[src/rtl/radar_calibration_sequencer.sv]
// Radar interface calibration sequencer: synchronizes ARP/ACP/TRIG, measures
// per-revolution statistics and locks after STABLE_REVS matching revolutions.
module radar_calibration_sequencer #(
  parameter int unsigned DATA_WIDTH  = 32,
  parameter int unsigned CLK_PER_US  = 100,
  parameter int unsigned STABLE_REVS = 2,
  parameter int unsigned US_TOL      = 2,
  parameter int unsigned TIMEOUT_US  = 20000000
) (
  input  logic                  CLK,
  input  logic                  RST_N,
  input  logic                  ARP,
  input  logic                  ACP,
  input  logic                  TRIG,
  input  logic                  START,
  input  logic                  ABORT,
  output logic [DATA_WIDTH-1:0] ARP_US,
  output logic [DATA_WIDTH-1:0] ACP_CNT,
  output logic [DATA_WIDTH-1:0] TRIG_CNT,
  output logic                  CALIBRATED,
  output logic                  BUSY,
  output logic                  ERROR,
  output logic [2:0]            STATE
);

  localparam int unsigned PRESC_W = (CLK_PER_US > 1) ? $clog2(CLK_PER_US) : 1;
  localparam logic [PRESC_W-1:0]    PRESC_MAX  = PRESC_W'(CLK_PER_US - 1);
  localparam logic [PRESC_W-1:0]    PRESC_ONE  = PRESC_W'(1);
  localparam logic [DATA_WIDTH-1:0] ONE        = DATA_WIDTH'(1);
  localparam logic [DATA_WIDTH-1:0] TOL        = DATA_WIDTH'(US_TOL);
  localparam logic [DATA_WIDTH-1:0] TIMEOUT    = DATA_WIDTH'(TIMEOUT_US);
  localparam logic [3:0]            STABLE_CNT = 4'(STABLE_REVS);

  typedef enum logic [2:0] {
    IDLE    = 3'd0,
    SYNC    = 3'd1,
    MEASURE = 3'd2,
    LOCKED  = 3'd3,
    FAULT   = 3'd4
  } state_e;

  state_e state_q, state_d;

  logic [2:0]            arp_sync_q, arp_sync_d;
  logic [2:0]            acp_sync_q, acp_sync_d;
  logic [2:0]            trig_sync_q, trig_sync_d;
  logic                  arp_e, acp_e, trig_e;

  logic [PRESC_W-1:0]    presc_q, presc_d;
  logic                  us_tick;

  logic [DATA_WIDTH-1:0] us_run_q, us_run_d;
  logic [DATA_WIDTH-1:0] acp_run_q, acp_run_d;
  logic [DATA_WIDTH-1:0] trig_run_q, trig_run_d;
  logic [DATA_WIDTH-1:0] trig_last_q, trig_last_d;

  logic [DATA_WIDTH-1:0] arp_us_q, arp_us_d;
  logic [DATA_WIDTH-1:0] acp_cnt_q, acp_cnt_d;
  logic [DATA_WIDTH-1:0] trig_cnt_q, trig_cnt_d;
  logic [3:0]            match_cnt_q, match_cnt_d;
  logic                  calibrated_q, calibrated_d;
  logic                  busy_q, busy_d;
  logic                  error_q, error_d;

  logic [DATA_WIDTH-1:0] us_diff;
  logic                  cand_sat, cand_match, timeout, publish, clear_run;
  logic [3:0]            match_inc, cnt_next;

  function automatic logic [DATA_WIDTH-1:0] sat_inc(input logic [DATA_WIDTH-1:0] v);
    return (&v) ? v : v + ONE;
  endfunction

  // Input synchronizers; bit 2 is the edge-detect history stage.
  always_comb begin
    arp_sync_d  = {arp_sync_q[1:0], ARP};
    acp_sync_d  = {acp_sync_q[1:0], ACP};
    trig_sync_d = {trig_sync_q[1:0], TRIG};
  end

  assign arp_e  = arp_sync_q[1]  & ~arp_sync_q[2];
  assign acp_e  = acp_sync_q[1]  & ~acp_sync_q[2];
  assign trig_e = trig_sync_q[1] & ~trig_sync_q[2];

  assign us_tick = (presc_q == PRESC_MAX);

  always_comb begin
    presc_d = us_tick ? '0 : presc_q + PRESC_ONE;
  end

  // Candidate revolution is {us_run, acp_run, trig_last} as held when arp_e fires.
  always_comb begin
    us_diff    = (us_run_q >= arp_us_q) ? (us_run_q - arp_us_q) : (arp_us_q - us_run_q);
    cand_sat   = (&us_run_q) | (&acp_run_q) | (&trig_last_q);
    cand_match = !cand_sat && (us_diff <= TOL) &&
                 (acp_run_q == acp_cnt_q) && (trig_last_q == trig_cnt_q);
    timeout    = (us_run_q >= TIMEOUT);
    match_inc  = (match_cnt_q == 4'hF) ? match_cnt_q : match_cnt_q + 4'd1;
  end

  always_ff @(posedge CLK or negedge RST_N) begin
    if (!RST_N) begin
      state_q <= IDLE;
    end else begin
      state_q <= state_d;
    end
  end

  always_comb begin
    state_d     = state_q;
    match_cnt_d = match_cnt_q;
    publish     = 1'b0;
    cnt_next    = 4'd1;
    if (ABORT) begin
      state_d     = IDLE;
      match_cnt_d = '0;
    end else if (timeout && (state_q == SYNC || state_q == MEASURE || state_q == LOCKED)) begin
      state_d = FAULT;
    end else begin
      unique case (state_q)
        IDLE, FAULT: begin
          if (START) begin
            state_d     = SYNC;
            match_cnt_d = '0;
          end
        end
        SYNC: begin
          if (arp_e) state_d = MEASURE;
        end
        MEASURE: begin
          if (arp_e) begin
            publish     = 1'b1;
            cnt_next    = cand_match ? match_inc : 4'd1;
            match_cnt_d = cnt_next;
            if (cnt_next >= STABLE_CNT) state_d = LOCKED;
          end
        end
        LOCKED: begin
          if (arp_e) begin
            publish = 1'b1;
            if (!cand_match) begin
              state_d     = MEASURE;
              match_cnt_d = 4'd1;
            end
          end
        end
        default: state_d = IDLE;
      endcase
    end
  end

  always_comb begin
    calibrated_d = (state_d == LOCKED);
    busy_d       = (state_d == SYNC) || (state_d == MEASURE);
    error_d      = (state_d == FAULT);
  end

  // Counters restart whenever a fresh calibration begins, including retry from FAULT.
  assign clear_run = (state_d == IDLE) || ((state_d == SYNC) && (state_q != SYNC));

  always_comb begin
    us_run_d    = us_tick ? sat_inc(us_run_q) : us_run_q;
    acp_run_d   = acp_e ? sat_inc(acp_run_q) : acp_run_q;
    trig_run_d  = trig_e ? sat_inc(trig_run_q) : trig_run_q;
    trig_last_d = trig_last_q;
    if (acp_e) begin
      trig_last_d = trig_run_q;
      trig_run_d  = trig_e ? ONE : '0;
    end
    if (arp_e) begin
      us_run_d  = us_tick ? ONE : '0;
      acp_run_d = acp_e ? ONE : '0;
    end
    if (clear_run) begin
      us_run_d    = '0;
      acp_run_d   = '0;
      trig_run_d  = '0;
      trig_last_d = '0;
    end
  end

  always_comb begin
    arp_us_d   = publish ? us_run_q    : arp_us_q;
    acp_cnt_d  = publish ? acp_run_q   : acp_cnt_q;
    trig_cnt_d = publish ? trig_last_q : trig_cnt_q;
  end

  always_ff @(posedge CLK or negedge RST_N) begin
    if (!RST_N) begin
      arp_sync_q  <= '0;
      acp_sync_q  <= '0;
      trig_sync_q <= '0;
      presc_q     <= '0;
      us_run_q    <= '0;
      acp_run_q   <= '0;
      trig_run_q  <= '0;
      trig_last_q <= '0;
      match_cnt_q <= '0;
    end else begin
      arp_sync_q  <= arp_sync_d;
      acp_sync_q  <= acp_sync_d;
      trig_sync_q <= trig_sync_d;
      presc_q     <= presc_d;
      us_run_q    <= us_run_d;
      acp_run_q   <= acp_run_d;
      trig_run_q  <= trig_run_d;
      trig_last_q <= trig_last_d;
      match_cnt_q <= match_cnt_d;
    end
  end

  always_ff @(posedge CLK or negedge RST_N) begin
    if (!RST_N) begin
      arp_us_q     <= '0;
      acp_cnt_q    <= '0;
      trig_cnt_q   <= '0;
      calibrated_q <= 1'b0;
      busy_q       <= 1'b0;
      error_q      <= 1'b0;
    end else begin
      arp_us_q     <= arp_us_d;
      acp_cnt_q    <= acp_cnt_d;
      trig_cnt_q   <= trig_cnt_d;
      calibrated_q <= calibrated_d;
      busy_q       <= busy_d;
      error_q      <= error_d;
    end
  end

  assign ARP_US     = arp_us_q;
  assign ACP_CNT    = acp_cnt_q;
  assign TRIG_CNT   = trig_cnt_q;
  assign CALIBRATED = calibrated_q;
  assign BUSY       = busy_q;
  assign ERROR      = error_q;
  assign STATE      = state_q;

endmodule

[config.mk]
export PLATFORM = sky130hd
export DESIGN_NAME = radar_calibration_sequencer
export DESIGN_NICKNAME = d
export VERILOG_FILES = /design/src/rtl/radar_calibration_sequencer.sv
export SDC_FILE = /design/constraint.sdc
export NUM_CORES = 1
export LEC_CHECK = 0
export CORE_UTILIZATION = 55
export CTS_BUF_LIST = sky130_fd_sc_hd__clkbuf_8
export CTS_CLUSTER_SIZE = 8
export DETAILED_ROUTE_END_ITERATION = 7
export PLACE_DENSITY = 0.75
export SETUP_SLACK_MARGIN = 0.2
export SKIP_LAST_GASP = 1
export SLEW_MARGIN = 20
export SYNTH_ARGS = -nofsm -noshare
export SYNTH_HDL_FRONTEND = slang
export SYNTH_SLANG_ARGS = --single-unit
[constraint.sdc]
create_clock -name CLK -period 6 [get_ports CLK]
set_input_delay 1.2 -clock CLK [delete_from_list [all_inputs] [get_ports CLK]]
set_output_delay 1.2 -clock CLK [all_outputs]
set_load 0.005 [all_outputs]
==> results of run 1 <==
## placed cells by master, fill, tap and decap left out, drive strengths merged, types with 15 or more instances in the layout
| cell | n |
|---|---|
| mux2 | 65 |
| nor2 | 149 |
| nand4 | 48 |
| o21a | 17 |
| nand3 | 48 |
| o21ai | 105 |
| or3 | 25 |
| xnor2 | 66 |
| nor4 | 32 |
| clkdlybuf4s50 | 107 |
| clkbuf | 57 |
| inv | 94 |
| xor2 | 111 |
| and3 | 26 |
| nor3 | 24 |
| dfrtp | 250 |
| nand2 | 195 |
| ha | 69 |
| a21o | 15 |
| a21oi | 144 |
## routing by layer
metal | global-route usage | share of wire | up-vias
met5 | 0 | 0 | -
li1 | - | - | 6197
met3 | 0.0401 | 0.053 | 86
met1 | 0.437 | 0.44 | 6482
met4 | 0.105 | 0.030 | 0
met2 | 0.542 | 0.48 | 419
## power breakdown
part / total (mW) / switching [mW] / leakage [nW] / internal (mW)
clock network: 1.61 / 0.720 / 0.498 / 0.887
registers: 1.76 / 0.0343 / 3.40 / 1.73
logic: 0.893 / 0.563 / 3.85 / 0.330
## synthesized netlist by cell type, types with 3 or more instances
master | number | area (um2)
dfrtp_1 | 250 | 6260
nand2_1 | 193 | 724
nor2_1 | 148 | 556
a21oi_1 | 143 | 716
xor2_1 | 111 | 972
o21ai_0 | 104 | 521
inv_1 | 81 | 304
ha_1 | 69 | 863
xnor2_1 | 66 | 578
mux2_2 | 65 | 732
clkbuf_1 | 52 | 195
nand3_1 | 48 | 240
nand4_1 | 48 | 300
nor4_1 | 31 | 194
and3_1 | 26 | 163
or3_1 | 25 | 156
nor3_1 | 24 | 120
o21a_1 | 17 | 128
a21o_1 | 15 | 113
nand2b_1 | 13 | 81.3
and4_1 | 12 | 105
nor2b_1 | 12 | 75.1
mux2i_1 | 10 | 100
o211ai_1 | 9 | 67.6
or4_1 | 9 | 67.6
buf_2 | 8 | 40.0
o21bai_1 | 8 | 60.1
a22oi_1 | 7 | 52.6
a31oi_1 | 6 | 37.5
buf_4 | 6 | 45.0
o22ai_1 | 6 | 37.5
a211oi_1 | 5 | 37.5
a21boi_0 | 5 | 37.5
o31ai_1 | 5 | 37.5
a31o_2 | 4 | 35.0
and2_1 | 4 | 25.0
o2111ai_1 | 4 | 35.0
a2111oi_0 | 3 | 26.3
a221oi_1 | 3 | 26.3
and2_2 | 3 | 22.5
buf_1 | 3 | 11.3
nand3b_1 | 3 | 22.5
or2_2 | 3 | 18.8
## path summary, 6_finish.rpt
path,to,slack (ns)
worst max-delay path,match_cnt_q[2],1.12
worst min-delay path,arp_sync_q[1],0.35
worst max register to register,match_cnt_q[2],1.12
worst min register to register,arp_sync_q[1],0.35
max in group asynchronous,ACP_CNT[17],4.05
min in group asynchronous,ARP_US[14],0.62
## layout make-up
type	count	area share
clock inverters	16	0.00559
well taps	372	0.0263
inverters	81	0.0172
multi-input cells	1309	0.484
flip-flops and latches	250	0.354
repair buffers	120	0.0680
clock buffers	57	0.0444
## cells by family (layout without fill, tap and decap cells)
family | after synthesis | after routing | share of synthesized area
AOI/OAI and AO/OA | 370 | 370 | 0.146
xor gates and xnor gates | 177 | 177 | 0.101
adders and majority gates | 71 | 71 | 0.0586
buffers and inverters | 153 | 274 | 0.0404
DFF | 250 | 250 | 0.406
muxes | 75 | 75 | 0.0540
and+or+nand+nor | 616 | 616 | 0.195
## through the flow
stage	cells	instance area (um2)
detailed placement	2132	16800
finish	2205	17700
CTS	2205	17700
floorplan	1712	15400
global route	2205	17700
global placement	2132	16800
## state kept, by name (all words and copies together) (netlist names), 3 cells and up
name and count:
trig_run_q 32, match_cnt_q 4, ACP_CNT 32, STATE 3, presc_q 7, trig_last_q 32
acp_sync_q 3, us_run_q 32, trig_sync_q 3, arp_sync_q 3, acp_run_q 32, TRIG_CNT 32
ARP_US 32
==> impl_metrics.py, run 1 <==
metrics = {
    "clock_tree": {
        "post_cts_buffers": 0,
        "cts_resized": 0,
        "clockBufferDepth": 3,
        "insertion_delay_ns": 0.58,
        "cts_inserted_buffers": 43,
        "cts_tree": "yes",
        "cts_root_buf": "clkbuf_8",
        "cts_hold_buf": 0,
        "cts.clk_slew.worst_paths_ns": 0.06,
        "cts_sinks": 250,
        "htree_levels": 2,
    },
    "worst_setup_path": {
        "setup.worst_path.start": "us_run_q[0]",
        "crit_path_start_kind": "flip-flop",
        "critPathArrivalTime_ns": 5.37,
        "crit_required_ns": 6.48,
        "crit_path_max_fanout": 11,
        "reg2reg_from": "us_run_q[0]",
        "path_depth": 14,
        "max_stage_delay_ns": 0.54,
        "end_kind": "flip-flop",
        "worst-path-buf-inv": 1,
        "ff2ff_path_depth": 14,
        "critPathSlowestCell": "nor4_4",
        "crit_family": "compound AO/OA/AOI/OAI gates",
        "path_class": "reg2reg",
        "path_cells": "inv_1 > ha_1 > fa_1 > nand2b_1 > a211oi_2 > o211ai_1 > a2111o_1 > nand2_1 > a41oi_2 > xnor2_1 > or4_4 > nor4_4 > o311ai_1 > a221oi_2",
    },
    "timing": {
        "grt_setup_unrepaired": "no",
        "clock.fmax_ghz": 0.205,
        "slew_headroom": 0.251,
        "drv_slew": 0,
        "finalCriticalPeriod_ns": 4.88,
        "fin_ws_ns": 1.12,
        "hold_viol_final": 0,
        "finalCritPeriodShare": 0.814,
        "holdWs_ns": 0.354,
        "tns_ns": 0,
        "skew_ns": 0.0287,
        "setup_viol": 0,
        "worst_pin_slew_ns": 1.11,
    },
    "floorplanning": {
        "floorplan.die_area_um2": 28700,
        "io_pins": 109,
        "core_um2": 27300,
        "rows": 60,
        "fp.dieH_um": 169,
        "initial_core_util": 0.566,
        "die_w_um": 169,
    },
    "worst_hold_path": {
        "hold_start": "arp_sync_q[0]",
        "hold_path_class": "reg2reg",
        "hold_depth": 0,
    },
    "global_routing": {
        "grt_max_degree": 124,
        "grt_pass1_wl_um": 72200,
        "grt_usage": 0.324,
        "grt_pass1_vias": 12944,
        "antenna_found_initial": 0,
        "grt.overflow.total": 0,
    },
    "logic_synthesis": {
        "async_flop_share": 1.00,
        "yosys_warnings": 0,
        "yosysUniqueCellTypes": 75,
        "avgSynthCellArea_um2": 9.01,
        "synth-edff-count": 0,
        "synth-main-ff-cell": "dfrtp_1",
        "syn_inst": 1712,
        "syn_nets": 1790,
        "ys_ff_latch": 250,
        "synthesis.area_um2": 15400,
        "ys_seq_area_frac": 0.406,
    },
    "power_and_ir_drop": {
        "power.leakage_nw": 7.75,
        "finalPower_mw": 4.26,
        "max-vdd-ir-drop_mv": 0.178,
        "pwr_density_cell_nw_per_um2": 241,
    },
    "status": {
        "run_status": "finished clean",
    },
    "routing": {
        "drt_pass1_iterations": 5,
        "antenna_left": 0,
        "drt-initial-drc-count": 1078,
        "wl_per_cell_um": 20.7,
        "via_per_inst": 5.98,
        "drcViolationCount": 0,
        "vias": 13184,
        "routed_wl_um": 45700,
    },
    "finish": {
        "multi_input_area_um2": 8560,
        "final_core_util": 0.648,
        "register_area_um2": 6260,
        "area_growth_pct": 14.6,
        "fillCellCount": 2333,
        "drive_above_1_share": 0.0927,
        "diodes": 0,
        "finalNetCount": 1883,
    },
    "placement": {
        "port_buffers": 108,
        "post-place-ws_ns": 1.19,
        "hpwl_um": 33900,
        "place_congestion": 1.01,
    },
    "job": {
        "maxCapViolCount": 0,
    },
}
No activity file was read; power rests on OpenSTA's default activity.
==> inputs of run 2 (changes only) <==
==> constraint.sdc (replaced) <==
create_clock -name CLK -period 4.8 [get_ports CLK]
set_input_delay 0.96 -clock CLK [delete_from_list [all_inputs] [get_ports CLK]]
set_output_delay 0.96 -clock CLK [all_outputs]
set_load 0.005 [all_outputs]
==> run 2 against run 1 <==
  * Register-to-register slack lost 0.76 ns
  * Die area unchanged
  * Final cell count grew 1.3%
  * Maximum frequency increased by 10%
  * Combinational power increased by 28%
  * Routed wire length increased by 0.29%
  * Largest cell class unchanged
  * Worst hold slack lost 0.0030 ns
  * Flip-flop and latch count is the same
  * Highest routed layer unchanged
  * First-iteration DRC count shrank 5.8%
==> impl_metrics.py, run 2 (synthesized netlist as in run 1, its figures left out) <==
metrics = {
    "worst_setup_path": {
        "crit_path_max_fanout": 13,
        "path_class": "reg2reg",
        "reg2reg_from": "us_run_q[7]",
        "path_cells": "ha_2 > nand4_1 > a211oi_2 > o211ai_1 > a2111oi_4 > buf_4 > o221a_2 > nor3_1 > nand4b_1 > or4_4 > nor4_4 > buf_4 > o311ai_1 > a221oi_2",
        "ff2ff_path_depth": 14,
        "critPathArrivalTime_ns": 4.91,
        "setup.worst_path.start": "us_run_q[7]",
        "max_stage_delay_ns": 0.54,
        "end_kind": "flip-flop",
        "path_common_cell": "buf_4",
        "crit_path_start_kind": "flip-flop",
        "crit_required_ns": 5.27,
        "critPathSlowestCell": "a2111oi_4",
    },
    "global_routing": {
        "grt.overflow.total": 0,
        "grt_usage": 0.324,
        "antenna_found_initial": 0,
        "grt_pass1_vias": 13069,
        "grt_max_degree": 125,
        "grt_pass1_wl_um": 72500,
    },
    "finish": {
        "finalNetCount": 1910,
        "final_common_cell": "dfrtp_1",
        "drive_above_1_share": 0.112,
        "diodes": 0,
        "fin_area_um2": 17900,
        "final_cell_mix": "dfrtp_1 (248), nand2_1 (193), nor2_1 (148)",
        "instances_no_fill": 2234,
        "area_growth_pct": 16.1,
    },
    "routing": {
        "drt_pass1_iterations": 5,
        "routed_wl_um": 45800,
        "antenna_left": 0,
        "drcViolationCount": 0,
        "wl_per_cell_um": 20.5,
        "drt-initial-drc-count": 1015,
        "vias": 13382,
        "via_per_inst": 5.99,
    },
    "clock_tree": {
        "cts_tree": "yes",
        "htree_levels": 2,
        "insertion_delay_ns": 0.57,
        "cts_root_buf": "clkbuf_8",
        "cts_sinks": 250,
        "cts_inserted_buffers": 43,
        "cts.clk_slew.worst_paths_ns": 0.07,
        "clockBufferDepth": 3,
    },
    "power_and_ir_drop": {
        "combPwrFrac": 0.214,
        "pwr_density_cell_nw_per_um2": 298,
        "max-vdd-ir-drop_mv": 0.297,
        "swShare": 0.309,
        "power.leakage_nw": 7.88,
        "p_clk_frac": 0.373,
        "pwr-share-seq": 0.413,
        "p_int_mw": 3.69,
        "switching_power_mw": 1.65,
    },
    "timing": {
        "finalCritPeriodShare": 0.925,
        "setup_viol": 0,
        "grt_setup_unrepaired": "no",
        "slew_headroom": 0.315,
        "skew_ns": 0.0255,
        "holdWs_ns": 0.351,
        "worst_pin_slew_ns": 1.00,
        "finalCriticalPeriod_ns": 4.44,
        "fin_ws_ns": 0.359,
        "tns_ns": 0,
        "clock.fmax_ghz": 0.225,
        "drv_slew": 0,
        "hold_viol_final": 0,
    },
    "placement": {
        "placed_cell_area_um2": 17000,
        "place_congestion": 0.977,
        "hpwl_um": 34100,
        "post-place-ws_ns": 0.262,
        "port_buffers": 108,
        "post-place-cells": 2156,
    },
    "job": {
        "maxCapViolCount": 0,
    },
    "floorplanning": {
        "fp.dieH_um": 169,
        "die_w_um": 169,
        "io_pins": 109,
        "rows": 60,
        "initial_core_util": 0.566,
        "floorplan.die_area_um2": 28700,
        "core_um2": 27300,
    },
    "worst_hold_path": {
        "hold_start": "acp_sync_q[0]",
        "hold_depth": 0,
        "hold_path_class": "reg2reg",
    },
    "status": {
        "run_status": "finished clean",
    },
}
## run 2: cell types whose count changed in the layout (fill, tap and decap cells not counted), moves of 2 or more
cell	previous run	this run
dfrtp_1	250	248
ha_1	69	65
dfrtp_2	0	2
ha_2	0	4
clkbuf_8	57	59
buf_4	10	36
## run 2: worst paths after layout
check	slack [ns]	endpoint
max in group asynchronous	3.29	acp_run_q[17]
hold reg to reg	0.35	acp_sync_q[1]
hold / removal	0.35	acp_sync_q[1]
setup / recovery	0.36	match_cnt_q[2]
setup reg to reg	0.36	match_cnt_q[2]
min in group asynchronous	0.45	ARP_US[12]
## run 2: final cells by class
cell class,count,area [um2]
repair buffers,147,1420
flip-flops and latches,250,6260
well taps,372,465
multi-input cells,1309,8570
clock buffers,59,812
inverters,81,304
fillers,2227,9340
clock inverters,16,77.6
## run 2: power groups by stage
stage | clock network (mW) | registers [mW] | logic, mW
after global placement | 0 | 2.24 | 1.14
after global routing | 2.12 | 2.21 | 1.25
final | 1.99 | 2.20 | 1.14
after CTS | 2.03 | 2.20 | 1.13
after detailed placement | 0 | 2.24 | 1.12
after floorplan | 0 | 2.23 | 0.706
## run 2: worst max-delay path: cells and delay by family, from the launching register on
family                   cells  cell delay [ns]
AND/OR/NAND/NOR              5             1.25
adder cells (fa/ha/maj)      1             0.51
AO/OA/AOI/OAI                6             1.69
buffers and inverters        2             0.40
flip-flops                   1             0.47
## run 2: repair_timing
item,CTS,global route
gates resized for setup,0,8
setup buffers,0,3
setup endpoints to repair,0,6
hold buffers,0,0
## run 2: stage by stage
stage,utilization,power (mW)
2_1_floorplan,-,2.94
3_5_place_dp,0.623,3.36
5_1_grt,0.657,5.58
6_report,0.657,5.34
4_1_cts,0.656,5.36
3_3_place_gp,0.623,3.37
## run 2: per-layer routing
layer	wire, um	track usage	vias to the layer above
li1	-	-	6243
met1	20100	0.438	6617
met2	22000	0.538	436
met3	2460	0.0441	86
met4	1250	0.109	0
met5	0	0	-
